**src/rtl/geri_yazma_hakemi.sv**
```systemverilog
// Write-back arbiter and register scoreboard in front of the 32x32 register file.
// Optional macro GERI_YAZMA_ILERI_YONLENDIRME_EN adds write-port forwarding to decode.
module geri_yazma_hakemi #(
  parameter int ISTEKCI_SAYISI = 3
) (
  input  logic                           clk_i,
  input  logic                           rst_ni,
  input  logic [ISTEKCI_SAYISI-1:0]      istek_gecerli_i,
  input  logic [5*ISTEKCI_SAYISI-1:0]    istek_adres_i,
  input  logic [32*ISTEKCI_SAYISI-1:0]   istek_deger_i,
  output logic [ISTEKCI_SAYISI-1:0]      istek_hazir_o,
  output logic                           yaz_o,
  output logic [4:0]                     hy_adres_o,
  output logic [31:0]                    hy_deger_o,
  input  logic                           rezerve_i,
  input  logic [4:0]                     rezerve_adres_i,
  input  logic [4:0]                     ky1_adres_i,
  input  logic [4:0]                     ky2_adres_i,
  output logic                           ky1_mesgul_o,
  output logic                           ky2_mesgul_o,
  output logic                           ky1_ileri_o,
  output logic                           ky2_ileri_o,
  output logic [31:0]                    ileri_deger_o
);

  localparam int PW = (ISTEKCI_SAYISI > 1) ? $clog2(ISTEKCI_SAYISI) : 1;

  logic [PW-1:0]             r_oncelik;
  logic                      r_yaz;
  logic [4:0]                r_hy_adres;
  logic [31:0]               r_hy_deger;
  logic [31:0]               r_mesgul;

  logic [ISTEKCI_SAYISI-1:0] w_hazir;
  logic                      w_aktarim;
  logic [PW-1:0]             w_secilen;
  logic [PW-1:0]             w_sonraki_oncelik;
  logic [4:0]                w_sec_adres;
  logic [31:0]               w_sec_deger;
  logic [31:0]               w_set;
  logic [31:0]               w_clr;
  logic                      w_ky1_mesgul_ham;
  logic                      w_ky2_mesgul_ham;

  // Scan from the priority pointer upward with wrap; the first valid requester wins.
  always_comb begin
    w_hazir   = '0;
    w_aktarim = 1'b0;
    w_secilen = '0;
    for (int i = 0; i < ISTEKCI_SAYISI; i++) begin
      int idx;
      idx = (int'(r_oncelik) + i) % ISTEKCI_SAYISI;
      if (!w_aktarim && istek_gecerli_i[idx]) begin
        w_aktarim    = 1'b1;
        w_secilen    = PW'(idx);
        w_hazir[idx] = 1'b1;
      end
    end
  end

  // Grant is masked during reset so no requester sees a phantom acceptance.
  assign istek_hazir_o = rst_ni ? w_hazir : '0;

  assign w_sec_adres = istek_adres_i[5*int'(w_secilen) +: 5];
  assign w_sec_deger = istek_deger_i[32*int'(w_secilen) +: 32];

  assign w_sonraki_oncelik = (w_secilen == PW'(ISTEKCI_SAYISI - 1)) ? '0
                                                                    : w_secilen + PW'(1);

  always_ff @(posedge clk_i or negedge rst_ni) begin
    if (!rst_ni) begin
      r_oncelik  <= '0;
      r_yaz      <= 1'b0;
      r_hy_adres <= '0;
      r_hy_deger <= '0;
    end else begin
      r_yaz <= w_aktarim && (w_sec_adres != 5'd0);
      if (w_aktarim) begin
        r_oncelik  <= w_sonraki_oncelik;
        r_hy_adres <= w_sec_adres;
        r_hy_deger <= w_sec_deger;
      end
    end
  end

  always_comb begin
    w_set = '0;
    w_clr = '0;
    if (rezerve_i && (rezerve_adres_i != 5'd0)) w_set[rezerve_adres_i] = 1'b1;
    if (r_yaz) w_clr[r_hy_adres] = 1'b1;
  end

  // Clear and set land on the same edge as the register-file write; set wins a collision.
  always_ff @(posedge clk_i or negedge rst_ni) begin
    if (!rst_ni) begin
      r_mesgul <= '0;
    end else begin
      r_mesgul <= ((r_mesgul & ~w_clr) | w_set) & ~32'h1;
    end
  end

  assign yaz_o      = r_yaz;
  assign hy_adres_o = r_hy_adres;
  assign hy_deger_o = r_hy_deger;

  assign w_ky1_mesgul_ham = (ky1_adres_i != 5'd0) && r_mesgul[ky1_adres_i];
  assign w_ky2_mesgul_ham = (ky2_adres_i != 5'd0) && r_mesgul[ky2_adres_i];

`ifdef GERI_YAZMA_ILERI_YONLENDIRME_EN
  assign ky1_ileri_o   = r_yaz && (r_hy_adres == ky1_adres_i) && (ky1_adres_i != 5'd0);
  assign ky2_ileri_o   = r_yaz && (r_hy_adres == ky2_adres_i) && (ky2_adres_i != 5'd0);
  assign ileri_deger_o = r_hy_deger;
  assign ky1_mesgul_o  = w_ky1_mesgul_ham && !ky1_ileri_o;
  assign ky2_mesgul_o  = w_ky2_mesgul_ham && !ky2_ileri_o;
`else
  assign ky1_ileri_o   = 1'b0;
  assign ky2_ileri_o   = 1'b0;
  assign ileri_deger_o = '0;
  assign ky1_mesgul_o  = w_ky1_mesgul_ham;
  assign ky2_mesgul_o  = w_ky2_mesgul_ham;
`endif

endmodule

```
**config.mk**
```make
export PLATFORM = sky130hd
export DESIGN_NAME = geri_yazma_hakemi
export DESIGN_NICKNAME = d
export VERILOG_FILES = /design/src/rtl/geri_yazma_hakemi.sv
export SDC_FILE = /design/constraint.sdc
export NUM_CORES = 1
export LEC_CHECK = 0
export ABC_AREA = 1
export CORE_AREA = 3 3 115 117
export CTS_CLUSTER_SIZE = 24
export DETAILED_ROUTE_END_ITERATION = 10
export DIE_AREA = 0 0 118 120
export PLACE_DENSITY = 0.88
export SLEW_MARGIN = 20
export SYNTH_ARGS = -nofsm -noshare
export SYNTH_HDL_FRONTEND = slang
export SYNTH_SLANG_ARGS = --single-unit
```
**constraint.sdc**
```tcl
create_clock -name clk_i -period 2.3 [get_ports clk_i]
set_clock_uncertainty 0.2 [all_clocks]
set_input_delay 0.345 -clock clk_i [delete_from_list [all_inputs] [get_ports clk_i]]
set_output_delay 0.345 -clock clk_i [all_outputs]
set_load 0.05 [all_outputs]
```
Word level (Yosys, flattened, before mapping)
Cells that the tools add are included.
{"block": "totals", "word_cells": 85, "reg_bits": 71, "input_bits": 132, "output_inout_bits": 77}
{"block": "classes", "div_mod_pow": 3, "shift": 2, "bitwise_logic": 5, "n_eq_ne": 1, "n_reduce_logical": 17, "addsub": 3, "mul": 1, "order_cmp": 12, "muxes": 36}
{"cell": ">= comparator 32 x 1 -> 1 bit (second input constant)", "n": 3}
{"cell": "< comparator 32 x 4 -> 1 bit (second input constant)", "n": 3}
{"cell": "variable part select 96 x 8 -> 32 bit", "n": 1}
{"cell": "modulo 32 x 3 -> 32 bit (second input constant)", "n": 2}
{"cell": "2-to-1 mux 32 bit", "n": 2}
{"cell": "bitwise AND 32 bit", "n": 1}
{"cell": "modulo 3 x 3 -> 32 bit (second input constant)", "n": 1}
{"cell": "inverter 32 bit", "n": 1}
{"cell": "OR 32 bit", "n": 1}
{"cell": "< comparator 5 x 6 -> 1 bit (second input constant)", "n": 4}
{"cell": "nonzero test 5 bit", "n": 4}
{"cell": "2-to-1 mux 1 bit", "n": 16}
{"cell": "variable part select 15 x 6 -> 5 bit", "n": 1}
{"cell": "2-to-1 mux 3 bit", "n": 4}
{"cell": "logical AND 1 bit", "n": 11}
{"cell": "binary-select mux 1 bit (select 5 bit)", "n": 2}
{"cell": "demux 1 bit (select 5 bit)", "n": 2}
{"cell": ">= comparator 5 x 1 -> 1 bit (second input constant)", "n": 2}
{"cell": "2-to-1 mux 2 bit", "n": 4}
{"cell": "binary-select mux 1 bit (select 2 bit)", "n": 3}
{"cell": "demux 1 bit (select 2 bit)", "n": 3}
{"cell": "OR 3 bit", "n": 2}
{"cell": "multiplier 3 x 2 -> 5 bit (first input constant)", "n": 1}
{"cell": "adder 2 x 1 -> 3 bit (second input constant)", "n": 1}
{"cell": "4 further kinds", "n": 5}

Depth between registers and ports, before layout
Gate-level depths: netlist of the first run.
{"block": "logic_depth", "depth_word": 15, "depth_mapped": 17, "ltp_nobuf": 16}

Worst setup path after synthesis of the first run
OpenSTA, ideal clock, no wires.
{"block": "synth_path", "path_kind": "register -> output", "startpoint": "register r_oncelik[0]", "endpoint": "output port istek_hazir_o[1]", "path_slack_ns": -0.519, "required_ns": 1.755, "path_stages_with_launch": 11, "arrival_ns": 2.274, "path_buffers": 0, "cell_sequence": "dfrtp_1 inv_1 ha_1 inv_2 nand2_1 nand3_1 nand2_2 nand2_1 nor2_1 nand2_1 a21oi_1"}
{"block": "synth_via", "elab_chain_len": 12, "elab_cells_between_ends": 41, "cone_classes": "add/sub: 2; div: 3; order compare: 6; mux: 21; bitwise: 2; reduce/logical: 7"}
{"item": "start: declaration", "line_no": "28", "rtl": "logic [PW-1:0] r_oncelik;"}
{"item": "start signal: assignment", "line_no": "79", "rtl": "r_oncelik <= w_sonraki_oncelik;"}
{"item": "parallel branches: the longest is 10 deep, another holds modulo 32 x 3 -> 32 bit"}
{"item": "2-to-1 mux 3 bit *", "line_no": "53", "rtl": "if (!w_aktarim && istek_gecerli_i[idx]) begin"}
{"item": "2-to-1 mux 3 bit *", "line_no": "62", "rtl": "assign istek_hazir_o = rst_ni ? w_hazir : '0;"}
{"item": "end: declaration", "line_no": "11", "rtl": "output logic [ISTEKCI_SAYISI-1:0] istek_hazir_o,"}
Mark *: on every way between the ends. The select of a mux whose other input is x is not followed.

Worst setup path in the final report of the first run
{"block": "layout_path", "startpoint": "register r_oncelik[1]", "endpoint": "output port istek_hazir_o[1]"}
Same word-level chain as after synthesis.

==> impl_results.md, run 1 <==
* Wire per inst at 16.0 um
* RSZ-0062 raised after global routing: true
* Highest clock rate at 387 MHz
* Hold Vio Cnt, Final at 0
* Psw at 7000 uW
* Final setup viols at 41
* TritonCTS clock tree: yes
* Pwr Total at 14200 uW
* Worst path required time at 1.75 ns
* Final Cycle Share at 112%
* Crit path DAT at 2.04 ns
* FILL cells at 1067
* EDFF count, synth at 0
* TritonRoute pass-1 iters at 5
* Min Tclk post-route at 2.58 ns
* CTS sink cnt at 71
* Initial antenna violation count at 0
* Internal at 7170 uW
* Root buf cell: clkbuf_16
* Endpoint type of the worst setup path: output pin
* PnR worst setup slack at -0.281 ns
* Cells after Synth at 655
* Crit path largest cell delay at 0.44 ns
* Worst-Margin Slew at 0.918 ns
* Share of layout cells above drive strength 1 at 18.7%
* Comb pwr share at 73.1%
* Commonest non-fill, non-tap cells in the layout: 163 x clkdlybuf4s50_1, 103 x a21oi_1, 101 x o21ai_0, 70 x dfrtp_1, 59 x inv_1
* Synth async-reset ratio at 100%
* Core area at 12500 um^2
* Die height at 120 um
* Synth cell types at 34
* Switching share of power at 49.4%
* Initial Util at 38.0%
* Cell family with most CP delay: simple AND/OR/NAND/NOR gates
* CP Launch Type: flop
* Final TNS setup at -5.72 ns
* # rows at 41
* Largest net degree at the start of global routing at 72
* HP Class: input pin to asynchronous set/reset pin
* Slew headroom at 38.8%
* Max-cap violations at 0
* Clock share of power at 9.6%
* H-tree levels at 3
* Post-route ant nets at 0
* Worst vdd rail ir drop at 0.00109 V
* Die area at 14200 um^2
* Final WL at 17.0 mm
* Slowest cell on crit path: dfrtp_2
* I/O pins at 209
* Clock Pin Slew Worst Setup and Hold Paths at 0.06 ns
* Inserted Diodes at 0
* Worst path bufs/invs at 3
* Status: complete, but fails checks
* Port Buffers at 174
* Max clock buf depth at 2
* Ys flop type: dfrtp_1
* First-pass GRT wire length at 26.1 mm
* Flops & latches, synth at 71
* Total CTS buffers at 9
* Post-DP HPWL at 12.0 mm
* Crit-path cells: inv_2, ha_4, buf_4, nand3_1, nand2_2, nand2_4, nand2_2, nand2_4, a21oi_4, buf_12
* Routed vias at 5522
* Synth Area per Inst at 7.24 um^2
* Drc violations at 0
* Combined flip-flop and latch cell area at 1780 um^2
* Netlist Area Pre-Place at 4740 um^2
* Power per Cell Area at 1830 nW/um^2
* Seq pwr share at 17.2%
* Nets at 1020
* Area growth, synth to finish at 63.3%
* Grt ovf at 0
* Leakage at 0.00336 uW
* Max-slew violations at 0
* Vias in the first global route at 5358
* Drt initial violations at 397
* Failing checks: negative setup slack
* Sequential area share after synthesis at 37.5%
* Die width at 118 um
* Clock latency on the worst-skew pair at 0.33 ns
* GP Congestion at 0.931
* Dpl ws at -0.256 ns
* Area of the multi-input gates at 2670 um^2
* Utilization after layout at 62.1%
* Worst Path Max Fanout at 5
* CP Class: flop to output pin
* Vias per cell at 5.21
* Gr usage total at 22.7%
* Yosys Warn Count at 0
* Most common cell after layout, fill and taps aside: clkdlybuf4s50_1
[power groups by stage]
stage | logic (uW) | clock network (uW) | registers, uW
2_1_floorplan | 4490 | 0 | 3530
3_3_place_gp | 8370 | 0 | 2400
3_5_place_dp | 8540 | 0 | 2430
4_1_cts | 9120 | 1380 | 2420
5_1_grt | 11200 | 1450 | 2530
6_report | 10400 | 1360 | 2440
[layer usage]
metal / global-route usage (%) / up-vias / share of wire [%] / routed length, um
li1: - / 2627 / - / -
met1: 25.8 / 2541 / 37 / 6330
met2: 38.3 / 301 / 49 / 8280
met3: 7.21 / 53 / 9.8 / 1660
met4: 11.6 / 0 / 4.2 / 719
met5: 0 / - / 0 / 0
[per-stage QoR]
step | instance area [um^2] | cells | hold slack (ns)
6_report | 7740 | 1059 | 0.0946
5_1_grt | 7740 | 1059 | 0.181
4_1_cts | 7460 | 1049 | 0.137
3_5_place_dp | 6920 | 1022 | 0.310
3_3_place_gp | 6920 | 1022 | 0.286
2_1_floorplan | 4890 | 688 | -0.151
[path summary, 6_finish.rpt]
check,from,to,slack (ns),cells past startpoint
min in group clk_i,r_mesgul[17],r_mesgul[17],0.32,2
worst min-delay path,rst_ni,hy_deger_o[5],0.09,2
max in group asynchronous,rst_ni,r_oncelik[1],1.17,2
worst max register to register,r_oncelik[1],hy_deger_o[13],-0.23,14
worst max-delay path,r_oncelik[1],istek_hazir_o[1],-0.28,10
worst min register to register,r_mesgul[17],r_mesgul[17],0.32,2
[cells by family after synthesis]
| family | count (synthesis) | synth area share, % |
|---|---|---|
| buffers and inverters | 136 | 14.5 |
| AO/OA/AOI/OAI | 264 | 28.8 |
| other | 1 | 0.0791 |
| adder cells (fa/ha/maj) | 4 | 1.06 |
| flip-flops | 71 | 37.5 |
| AND/OR/NAND/NOR | 179 | 18.0 |
[state kept, by name, summed over array words and instances, names as in the netlist]
register and flops:
r_mesgul 31, hy_deger_o 32, yaz_o 1, r_oncelik 2, hy_adres_o 5
[worst reg2reg max path, delay by kind of cell, from the launching register on]
| kind | cells | cell delay [ns] |
|---|---|---|
| simple gates | 7 | 0.60 |
| buf+inv | 3 | 0.48 |
| flops | 1 | 0.44 |
| compound gates | 3 | 0.39 |
| fa+ha+maj | 1 | 0.35 |
[cell usage after synthesis, types with 2 or more instances]
master,instances,share of area [%]
o21ai_1,11,1.2
o21ai_0,121,13
ha_1,4,1.1
buf_4,36,5.7
nor2_1,53,4.2
clkbuf_2,2,0.21
nand2_4,4,0.95
inv_1,69,5.5
a21oi_1,116,12
a31oi_1,4,0.53
buf_6,3,0.71
clkbuf_1,14,1.1
nand2_2,9,1.2
buf_2,6,0.63
nand2_1,48,3.8
nand3_1,57,6.0
o211ai_1,8,1.3
inv_2,4,0.32
dfrtp_1,71,37
[cell type report]
cell class,count,area share [%]
sequential,71,23.0
timing repair buffer,247,32.4
tap,172,2.78
clock inverter,3,0.582
inverter,73,3.63
multi-input combinational,482,34.5
clock buffer,11,3.13
[repair_timing]
action / 4_1_cts / 5_1_grt
resized for setup: 49 / 54
buffers inserted: 12 / 6
endpoints found under the setup margin: 45 / 43
pin swaps: 15 / 29
cloned: 1 / 4
hold buffers: 0 / 0
Note: power is estimated with default switching activity, not from simulation.
==> inputs of run 2 (changes only) <==
--- a/config.mk
+++ b/config.mk
@@ -11,6 +11,7 @@
 export DETAILED_ROUTE_END_ITERATION = 10
 export DIE_AREA = 0 0 118 120
 export PLACE_DENSITY = 0.88
+export REMOVE_ABC_BUFFERS = 1
 export SLEW_MARGIN = 20
 export SYNTH_ARGS = -nofsm -noshare
 export SYNTH_HDL_FRONTEND = slang
==> run 2 against run 1 <==
The run still ends with negative setup slack left. Die area unchanged. Clock power rose by 4%. Hold slack got worse by 0.049 ns. Worst setup slack worse by 0.085 ns. Maximum frequency down 3.2%. First-iteration DRC count grew 34%. Design area up 5.4%. Critical path type is now flop to flop. Critical endpoint is now hy_deger_o[20].
==> impl_results.md, run 2 (synthesized netlist as in run 1, its figures left out) <==
* Status: complete, but fails checks
* Failing checks: negative setup slack
* Endpoint type of the worst setup path: flop
* Commonest non-fill, non-tap cells in the layout: 163 x clkdlybuf4s50_1, 86 x o21ai_0, 78 x a21oi_1, 71 x dfrtp_1, 58 x buf_4
* Vias per cell at 5.46 (+4.7%)
* RSZ-0062 raised after global routing: true
* Die width at 118 um (unchanged)
* Worst-Margin Slew at 0.935 ns (+0.0165 ns)
* Max clock buf depth at 2 (unchanged)
* Utilization after layout at 65.5% (+3.3 points)
* Clock Pin Slew Worst Setup and Hold Paths at 0.06 ns (about the same)
* Leakage at 0.00351 uW (+4.5%)
* Final WL at 19.7 mm (+16%)
* Area growth, synth to finish at 72.1%
* Slowest cell on crit path: dfrtp_1
* Slew headroom at 37.7% (-1.1 points)
* Non-Filler Instances at 1076 (+1.6%)
* Placed cell count at 1029 (+0.68%)
* Initial antenna violation count at 0 (unchanged)
* Clock latency on the worst-skew pair at 0.33 ns (about the same)
* Crit path largest cell delay at 0.43 ns (about the same)
* H-tree levels at 3 (unchanged)
* Worst R2R Path Depth at 14 (unchanged)
* R2R Path End: hy_deger_o[20]
* Vias in the first global route at 5730 (+6.9%)
* TritonCTS clock tree: yes
* Final Cycle Share at 116% (+3.7 points)
* Highest clock rate at 375 MHz (-3.2%)
* CP most frequent cell: buf_4
* Port Buffers at 174 (unchanged)
* Crit-path cells: inv_2, buf_6, ha_4, o21ai_4, nand2_4, buf_4, buf_4, nand4_4, buf_12, nand2_8, clkbuf_16, a21oi_2, o21ai_1, a21oi_1
* CTS sink cnt at 71 (unchanged)
* Post-route ant nets at 0 (unchanged)
* # rows at 41 (unchanged)
* Die area at 14200 um^2 (unchanged)
* Min Tclk post-route at 2.67 ns (+0.0846 ns)
* Grt ovf at 0 (unchanged)
* HP Class: input pin to asynchronous set/reset pin
* Power per Cell Area at 1970 nW/um^2 (+7.9%)
* Wire per inst at 18.3 um (+14%)
* FF-to-FF setup slack at -0.37 ns (-0.14 ns)
* Drc violations at 0 (unchanged)
* Worst vdd rail ir drop at 0.00148 V (+37%)
* Total CTS buffers at 9 (unchanged)
* Dpl ws at -0.257 ns (-0.000982 ns)
* Max reg flops at 32 (unchanged)
* Max-cap violations at 0 (unchanged)
* Final setup viols at 41 (unchanged)
* Worst path bufs/invs at 6 (+3)
* Hold_buf cts at 0 (unchanged)
* Die height at 120 um (unchanged)
* Core area at 12500 um^2 (unchanged)
* Most common cell after layout, fill and taps aside: clkdlybuf4s50_1
* Routed vias at 5876 (+6.4%)
* Hold Vio Cnt, Final at 0 (unchanged)
* Initial Util at 38.0% (unchanged)
* Root buf cell: clkbuf_16
* CP Launch Type: flop
* Worst path required time at 2.35 ns (+0.60 ns)
* Max-slew violations at 0 (unchanged)
* Post-DP HPWL at 12.4 mm (+3.3%)
* Pwr Total at 16100 uW (+14%)
* First-pass GRT wire length at 28.4 mm (+8.9%)
* Design Area, Final at 8160 um^2 (+5.4%)
* Crit path DAT at 2.71 ns (+0.67 ns)
* Gr usage total at 24.9% (+2.2 points)
* Nets at 1036 (+1.6%)
* Share of layout cells above drive strength 1 at 25.6% (+6.8 points)
* CP Class: flop to flop
* Inserted Diodes at 0 (unchanged)
* PnR worst setup slack at -0.365 ns (-0.0846 ns)
* Placed inst area at 6970 um^2 (+0.61%)
* Cell family with most CP delay: buffers and inverters
* Origin of the critical flop-to-flop path: r_oncelik[1]
* I/O pins at 209 (unchanged)
* Drt initial violations at 531 (+34%)
* TritonRoute pass-1 iters at 5 (unchanged)
* GP Congestion at 0.926 (-0.58%)
* Worst Path Max Fanout at 7 (+2)
* Largest net degree at the start of global routing at 72 (unchanged)
## run 2: changes by cell type in the layout (fill, tap and decap cells not counted), sizes merged, moves of 2 or more
cell / delta
buf: +16
clkbuf: -3
clkinvlp: +2
clkinv: +2
## run 2: worst max path at each step
stage,end,slack [ns],cells past startpoint,start
after floorplan,istek_hazir_o[1],-0.52,10,r_oncelik[0]
after detailed placement,hy_deger_o[14],-0.26,13,r_oncelik[1]
after CTS,istek_hazir_o[0],-0.32,11,r_oncelik[1]
after global placement,hy_deger_o[31],-0.22,13,r_oncelik[1]
after global routing,hy_deger_o[20],-0.44,14,r_oncelik[1]
final,hy_deger_o[20],-0.37,14,r_oncelik[1]
## run 2: timing repair
item	4_1_cts	5_1_grt
pin swaps	16	40
resized for setup	105	88
buffers inserted	11	20
gates cloned	3	2
setup endpoints to repair	45	45
## run 2: area by class of cell
class                      instances  area, um^2
tap                              172         215
clock inverter                     5        58.8
multi-input combinational        482        2880
clock buffer                      10         239
fill                             951        4310
inverter                          73         283
timing repair buffer             262        2700
timing repair inverter             1        7.51
sequential                        71        1780
## run 2: routing by layer
layer / GRT usage (%) / wire [um] / vias to the layer above
li1: - / - / 2671
met1: 27.3 / 7120 / 2772
met2: 43.3 / 9970 / 362
met3: 7.35 / 1670 / 71
met4: 13.6 / 937 / 0
met5: 0 / 0 / -
## run 2: through the flow
stage | hold slack, ns | TNS, ns
6_report | 0.0456 | -8.71
5_1_grt | 0.135 | -13.14
4_1_cts | 0.0936 | -7.87
3_5_place_dp | 0.313 | -7.90
3_3_place_gp | 0.287 | -7.08
2_1_floorplan | -0.151 | -14.22
## run 2: power breakdown
part	internal (uW)	switching (uW)
clock network	863	544
registers	1980	516
logic	5190	7020
total	8040	8080
